## src/rtl/alu_arbiter_if.sv

```systemverilog
// Bundle of signals between the two ALU requesters, the arbiter, and the shared
// combinational ALU. The master side is the requesters plus the ALU itself. The
// slave side is the arbiter.
interface alu_arbiter_if #(
    parameter int DSIZE = 16
);
    logic             req0_valid;
    logic             req0_ready;
    logic [DSIZE-1:0] req0_a;
    logic [DSIZE-1:0] req0_b;
    logic [2:0]       req0_op;

    logic             req1_valid;
    logic             req1_ready;
    logic [DSIZE-1:0] req1_a;
    logic [DSIZE-1:0] req1_b;
    logic [2:0]       req1_op;

    logic             resp0_valid;
    logic             resp1_valid;
    logic [DSIZE-1:0] resp_data;
    logic             resp_zero;

    logic [DSIZE-1:0] alu_a;
    logic [DSIZE-1:0] alu_b;
    logic [DSIZE-1:0] alu_imm;
    logic [2:0]       alu_op;
    logic [DSIZE-1:0] alu_result;
    logic             alu_zero;

    modport master (
        output req0_valid, req0_a, req0_b, req0_op,
        output req1_valid, req1_a, req1_b, req1_op,
        output alu_result, alu_zero,
        input  req0_ready, req1_ready,
        input  resp0_valid, resp1_valid, resp_data, resp_zero,
        input  alu_a, alu_b, alu_imm, alu_op
    );

    modport slave (
        input  req0_valid, req0_a, req0_b, req0_op,
        input  req1_valid, req1_a, req1_b, req1_op,
        input  alu_result, alu_zero,
        output req0_ready, req1_ready,
        output resp0_valid, resp1_valid, resp_data, resp_zero,
        output alu_a, alu_b, alu_imm, alu_op
    );
endinterface

```

## src/rtl/alu_arbiter.sv

```systemverilog
// Round-robin arbiter sharing the single combinational ALU between the execute
// pipeline (requester 0) and the aux/debug port (requester 1).
// Sequence: IDLE (grant + latch operands) -> EXEC (hold ALU inputs for 1 cycle,
// or MUL_CYCLES for a multiply) -> RESP (one-cycle response pulse) -> IDLE.
// The multiply opcode is 3'd7. The other opcodes pass through to the ALU untouched.
module alu_arbiter #(
    parameter int DSIZE      = 16,
    parameter int MUL_CYCLES = 2
) (
    input  logic         clk,
    input  logic         rst,
    alu_arbiter_if.slave bus
);
    localparam logic [2:0] OP_MUL   = 3'd7;
    localparam logic [3:0] MUL_LOAD = 4'(MUL_CYCLES - 1);

    typedef enum logic [1:0] {
        IDLE = 2'd0,
        EXEC = 2'd1,
        RESP = 2'd2
    } state_t;

    state_t           state_q, state_d;
    logic [3:0]       cnt_q;
    logic             last_grant_q;   // last winner, which is also the owner of the op in flight
    logic [DSIZE-1:0] alu_a_q;
    logic [DSIZE-1:0] alu_b_q;
    logic [2:0]       alu_op_q;
    logic [DSIZE-1:0] resp_data_q;
    logic             resp_zero_q;

    logic             grant_valid;
    logic             grant_sel;
    logic             handshake;
    logic [2:0]       sel_op;

    // Pick the winner in IDLE. On a tie the winner is the requester that did not win last time.
    always_comb begin
        grant_valid = 1'b0;
        grant_sel   = 1'b0;
        if (state_q == IDLE) begin
            if (bus.req0_valid && bus.req1_valid) begin
                grant_valid = 1'b1;
                grant_sel   = ~last_grant_q;
            end else if (bus.req0_valid) begin
                grant_valid = 1'b1;
                grant_sel   = 1'b0;
            end else if (bus.req1_valid) begin
                grant_valid = 1'b1;
                grant_sel   = 1'b1;
            end
        end
    end

    // Any grant in IDLE is a handshake because ready follows the grant combinationally.
    assign handshake = grant_valid & ~rst;
    assign sel_op    = grant_sel ? bus.req1_op : bus.req0_op;

    // Next-state logic for the IDLE/EXEC/RESP sequence.
    always_comb begin
        state_d = state_q;
        case (state_q)
            IDLE:    if (handshake) state_d = EXEC;
            EXEC:    if (cnt_q == 4'd0) state_d = RESP;
            RESP:    state_d = IDLE;
            default: state_d = IDLE;
        endcase
    end

    // Control state: FSM register, EXEC countdown, and the round-robin pointer.
    always_ff @(posedge clk or posedge rst) begin
        if (rst) begin
            state_q      <= IDLE;
            cnt_q        <= 4'd0;
            last_grant_q <= 1'b1;
        end else begin
            state_q <= state_d;
            if (handshake) begin
                last_grant_q <= grant_sel;
                cnt_q        <= (sel_op == OP_MUL) ? MUL_LOAD : 4'd0;
            end else if (state_q == EXEC && cnt_q != 4'd0) begin
                cnt_q <= cnt_q - 4'd1;
            end
        end
    end

    // Latch the winner's operands at the handshake. They hold steady through EXEC and after it.
    always_ff @(posedge clk or posedge rst) begin
        if (rst) begin
            alu_a_q  <= '0;
            alu_b_q  <= '0;
            alu_op_q <= 3'd0;
        end else if (handshake) begin
            alu_a_q  <= grant_sel ? bus.req1_a : bus.req0_a;
            alu_b_q  <= grant_sel ? bus.req1_b : bus.req0_b;
            alu_op_q <= sel_op;
        end
    end

    // Capture the ALU outputs on the last EXEC cycle. They hold until the next capture.
    always_ff @(posedge clk or posedge rst) begin
        if (rst) begin
            resp_data_q <= '0;
            resp_zero_q <= 1'b0;
        end else if (state_q == EXEC && cnt_q == 4'd0) begin
            resp_data_q <= bus.alu_result;
            resp_zero_q <= bus.alu_zero;
        end
    end

    assign bus.req0_ready  = handshake & ~grant_sel;
    assign bus.req1_ready  = handshake &  grant_sel;
    assign bus.resp0_valid = (state_q == RESP) & ~last_grant_q;
    assign bus.resp1_valid = (state_q == RESP) &  last_grant_q;
    assign bus.resp_data   = resp_data_q;
    assign bus.resp_zero   = resp_zero_q;
    assign bus.alu_a       = alu_a_q;
    assign bus.alu_b       = alu_b_q;
    assign bus.alu_imm     = alu_b_q;
    assign bus.alu_op      = alu_op_q;
endmodule
```

## src/flat_wrapper.sv

```systemverilog
// flat-port wrapper written by rule: the top's interface ports become plain ports
module alu_arbiter_flat 
#(
    parameter int DSIZE      = 16,
    parameter int MUL_CYCLES = 2
)
  (clk, rst, bus_req0_valid, bus_req0_a, bus_req0_b, bus_req0_op, bus_req1_valid, bus_req1_a, bus_req1_b, bus_req1_op, bus_alu_result, bus_alu_zero, bus_req0_ready, bus_req1_ready, bus_resp0_valid, bus_resp1_valid, bus_resp_data, bus_resp_zero, bus_alu_a, bus_alu_b, bus_alu_imm, bus_alu_op);
  alu_arbiter_if #(.DSIZE(DSIZE)) bus_i ();
  input  logic clk;
  input  logic rst;
  input wire logic [$bits(bus_i.req0_valid)-1:0] bus_req0_valid;
  input wire logic [$bits(bus_i.req0_a)-1:0] bus_req0_a;
  input wire logic [$bits(bus_i.req0_b)-1:0] bus_req0_b;
  input wire logic [$bits(bus_i.req0_op)-1:0] bus_req0_op;
  input wire logic [$bits(bus_i.req1_valid)-1:0] bus_req1_valid;
  input wire logic [$bits(bus_i.req1_a)-1:0] bus_req1_a;
  input wire logic [$bits(bus_i.req1_b)-1:0] bus_req1_b;
  input wire logic [$bits(bus_i.req1_op)-1:0] bus_req1_op;
  input wire logic [$bits(bus_i.alu_result)-1:0] bus_alu_result;
  input wire logic [$bits(bus_i.alu_zero)-1:0] bus_alu_zero;
  output wire logic [$bits(bus_i.req0_ready)-1:0] bus_req0_ready;
  output wire logic [$bits(bus_i.req1_ready)-1:0] bus_req1_ready;
  output wire logic [$bits(bus_i.resp0_valid)-1:0] bus_resp0_valid;
  output wire logic [$bits(bus_i.resp1_valid)-1:0] bus_resp1_valid;
  output wire logic [$bits(bus_i.resp_data)-1:0] bus_resp_data;
  output wire logic [$bits(bus_i.resp_zero)-1:0] bus_resp_zero;
  output wire logic [$bits(bus_i.alu_a)-1:0] bus_alu_a;
  output wire logic [$bits(bus_i.alu_b)-1:0] bus_alu_b;
  output wire logic [$bits(bus_i.alu_imm)-1:0] bus_alu_imm;
  output wire logic [$bits(bus_i.alu_op)-1:0] bus_alu_op;
  assign bus_i.req0_valid = bus_req0_valid;
  assign bus_i.req0_a = bus_req0_a;
  assign bus_i.req0_b = bus_req0_b;
  assign bus_i.req0_op = bus_req0_op;
  assign bus_i.req1_valid = bus_req1_valid;
  assign bus_i.req1_a = bus_req1_a;
  assign bus_i.req1_b = bus_req1_b;
  assign bus_i.req1_op = bus_req1_op;
  assign bus_i.alu_result = bus_alu_result;
  assign bus_i.alu_zero = bus_alu_zero;
  assign bus_req0_ready = bus_i.req0_ready;
  assign bus_req1_ready = bus_i.req1_ready;
  assign bus_resp0_valid = bus_i.resp0_valid;
  assign bus_resp1_valid = bus_i.resp1_valid;
  assign bus_resp_data = bus_i.resp_data;
  assign bus_resp_zero = bus_i.resp_zero;
  assign bus_alu_a = bus_i.alu_a;
  assign bus_alu_b = bus_i.alu_b;
  assign bus_alu_imm = bus_i.alu_imm;
  assign bus_alu_op = bus_i.alu_op;
  alu_arbiter #(.DSIZE(DSIZE), .MUL_CYCLES(MUL_CYCLES)) u_core (.clk(clk), .rst(rst), .bus(bus_i));
endmodule
```

## config.mk

```make
export PLATFORM = sky130hd
export DESIGN_NAME = alu_arbiter_flat
export DESIGN_NICKNAME = d
export VERILOG_FILES = /design/src/rtl/alu_arbiter_if.sv /design/src/rtl/alu_arbiter.sv /design/src/flat_wrapper.sv
export SDC_FILE = /design/constraint.sdc
export NUM_CORES = 1
export LEC_CHECK = 0
export CAP_MARGIN = 20
export CORE_ASPECT_RATIO = 0.7
export CORE_MARGIN = 4
export CORE_UTILIZATION = 28
export CTS_BUF_LIST = sky130_fd_sc_hd__clkbuf_4 sky130_fd_sc_hd__clkbuf_8
export DETAILED_ROUTE_END_ITERATION = 10
export GPL_TIMING_DRIVEN = 1
export PLACE_DENSITY = 0.73
export SETUP_SLACK_MARGIN = 0.5
export SYNTH_ARGS = -nofsm -noshare
export SYNTH_HDL_FRONTEND = slang
export SYNTH_SLANG_ARGS = --single-unit
```

## constraint.sdc

```tcl
create_clock -name clk -period 1.8 [get_ports clk]
set_input_delay 0.18 -clock clk [delete_from_list [all_inputs] [get_ports clk]]
set_output_delay 0.18 -clock clk [all_outputs]
set_load 0.05 [all_outputs]
```

==> flow_summary.ini, run 1 <==
[layout]
fillers = 917
antenna-diode-count = 0
layout-drive-gt1-share = 0.360
area_delta_synth_final_pct = 75.9
nets = 563
utilization = 0.512
multiInputGateArea_sq_um = 1350
final_cell_area_sq_um = 5030
regArea_sq_um = 1480

[synth]
synthCells = 293
synth_nets = 386
synth_cell_types = 37
synthXorXnorAreaFrac = 0
ys_ff_latch = 59
synth_flop_cell = dfrtp_1
synth_fa_ha_area_frac = 0.00875
async_flop_share = 1.00
synthTopCellsByCount = nand2_1, dfrtp_1, a21oi_1, a31oi_1, buf_4
yosysMostFrequentCell = nand2_1
synth_edf_count = 0
synth_top_family_by_area = compound AO/OA/AOI/OAI gates
synth_top_cell_area_share = 0.507
yosysWarnings = 0
syn_area_per_cell_sq_um = 9.76
syn_area_sq_um = 2860
synth_area_leaders = dfrtp_1, nand2_1, a31oi_1
synth_mux_area_frac = 0.0704
yosys.area.top_type = dfrtp_1
synth_compound_area_frac = 0.184
seq_area_frac_synth = 0.517
synthSimpleGateAreaFrac = 0.133

[worst_setup_path]
crit_buf_inv = 2
path_max_fanout = 4
critPathCaptureType = output pin
worstPathCellList = a21boi_4 -> buf_12 -> nor2_4 -> buf_12
required_ns = 1.62
rr_worst_depth = 6
critPathKind = register to output pin
start_kind = register
path_depth = 4
slowest_stage = dfstp_2
crit_path_frequent_cell = buf_12
r2r_start = u_core.cnt_q[1]
max_stage_delay_ns = 0.60
cp_data_arrival_time_ns = 1.41
crit_start = u_core.last_grant_q
crit_family = flip-flops

[pwr]
power_leakage_nw = 2.13
p_comb_frac = 0.647
power_switching_mw = 5.42
p_seq_frac = 0.245
power_frac_clock = 0.109
ir_drop_v = 0.000821
switching_share = 0.529
p_per_area_nw_per_um2 = 2040
p_int_mw = 4.82

[hold_path]
hold_path.startpoint = bus_req0_a[14]
hp-class = input pin to register
holdPathStages = 3

[detailed_routing]
vias_per_cell = 4.89
route.vias.total = 2946
wire_per_inst_microns = 16.9
ant_nets = 0
drtIter0Drc = 175
drt_wl_total_microns = 10200
drc = 0
firstDrtPassIters = 6

[floorplanning]
die_h_microns = 92.6
core_area_sq_um = 9830
dieArea_sq_um = 11900
io_pins = 163
die_w_microns = 129
rows = 30
start_util = 0.291

[sta]
tightest_slew_ns = 0.346
slew_viol_final = 0
post-route-min-period_ns = 1.59
finalClockSkew_ns = 0.00570
report.final.hold_viol_count = 0
finalSetupTns_ns = 0
fmax_mhz = 630
timing.final.crit_share = 0.882
rsz0062_at_grt = yes
setup_viol = 0
maxSlewHeadroom = 0.766
fin_ws_ns = 0.212

[clock_tree]
cts_tree = done
numCtsBuffers = 9
cts_hold_buf = 0
clockBufferDepth = 2
insertion_delay_ns = 0.33
cts_sinks = 59
path_clk_slew_ns = 0.06
cts_root_buffer = clkbuf_8
htreeDepth = 3

[flow_run]
cap_violations = 0

[placed_design]
pre_cts_slack_ns = 0.0842
postPlaceCellArea_sq_um = 4750
hpwl_microns = 7260
routabilityCongestion = 0.809
port_buffers = 162

[status]
outcome = finished, final reports clean

[global_routing]
overflow = 0
grt_max_degree = 39
grt_pass1_wl_microns = 15800
grt.total_usage = 0.168
grt_pass1_vias = 3094
antenna_found_initial = 0
per-layer routing:
layer	track usage	up-vias	share of wire	wire length, microns
met4	0.0472	0	0.0097	99
li1	-	1380	-	-
met1	0.208	1405	0.42	4260
met2	0.270	150	0.47	4770
met5	0	-	0	0
met3	0.0674	11	0.11	1090
cells in the final DEF (no fill, tap or decap), types with 11 or more instances in the layout:
cell,n
clkdlybuf4s50_1,90
nand2_1,64
dfrtp_1,56
buf_2,44
a21oi_1,34
a31oi_1,32
buf_4,28
mux2_2,16
clkdlybuf4s15_2,16
clkbuf_8,11
buf_12,11
power by group through the flow:
stage,sequential (mW),combinational (mW),clock (mW)
final,2.51,6.63,1.11
after global routing,2.59,6.93,1.24
after CTS,2.52,6.67,1.17
after detailed placement,2.55,6.50,0
after global placement,2.53,6.42,0
after floorplan,4.51,2.49,0
state kept, by name (all words and copies together) (netlist names):
signal	flops
u_core.cnt_q	4
u_core.bus.alu_a	16
u_core.last_grant_q	1
u_core.bus.alu_b	16
u_core.state_q	2
u_core.bus.resp_zero	1
u_core.bus.resp_data	16
u_core.bus.alu_op	3
through the flow:
step | instances | power [mW] | hold slack, ns
after floorplan | 293 | 7.00 | 0.279
after global placement | 563 | 8.94 | 0.488
after detailed placement | 563 | 9.04 | 0.495
after CTS | 597 | 10.4 | 0.379
after global routing | 603 | 10.8 | 0.389
final | 603 | 10.2 | 0.410
cell type report:
type	instances	area share
Timing Repair Buffer	199	0.365
Sequential cell	59	0.294
Multi-Input combinational cell	197	0.269
Clock buffer	14	0.0346
Tap cell	128	0.0318
Inverter	4	0.00373
Clock inverter	2	0.00199
what timing repair did:
item	4_1_cts	5_1_grt
gates cloned	1	2
setup endpoints to repair	127	92
resized for setup	262	50
endpoints found under the hold margin	0	0
buffers inserted	17	4
pin swaps	9	3
cells by family after synthesis:
logic type	Yosys count
muxes	18
adders and majority gates	2
and+or+nand+nor	87
AOI/OAI and AO/OA	87
DFF	59
buffers and inverters	40
final timing paths:
kind	slack, ns	end
min	0.41	u_core.bus.alu_a[14]
min in group asynchronous	0.48	u_core.bus.alu_a[1]
min reg2reg	0.50	u_core.bus.resp_data[0]
max in group asynchronous	1.00	u_core.last_grant_q
max reg2reg	0.31	u_core.bus.resp_data[10]
max	0.21	bus_req0_ready
worst reg2reg max path: cells and delay by family, from the launching register on:
family	cells	cell delay, ns
flip-flops	1	0.39
AND/OR/NAND/NOR	2	0.28
adder cells (fa/ha/maj)	1	0.14
buffers and inverters	2	0.25
multiplexers	1	0.31
Note: power is estimated with default switching activity, not from simulation.
==> run 2: changes to the inputs <==
- ABC_AREA: not set -> 0
==> results of run 2 <==
The final DEF is identical to that of run 1; final timing and power are the same.
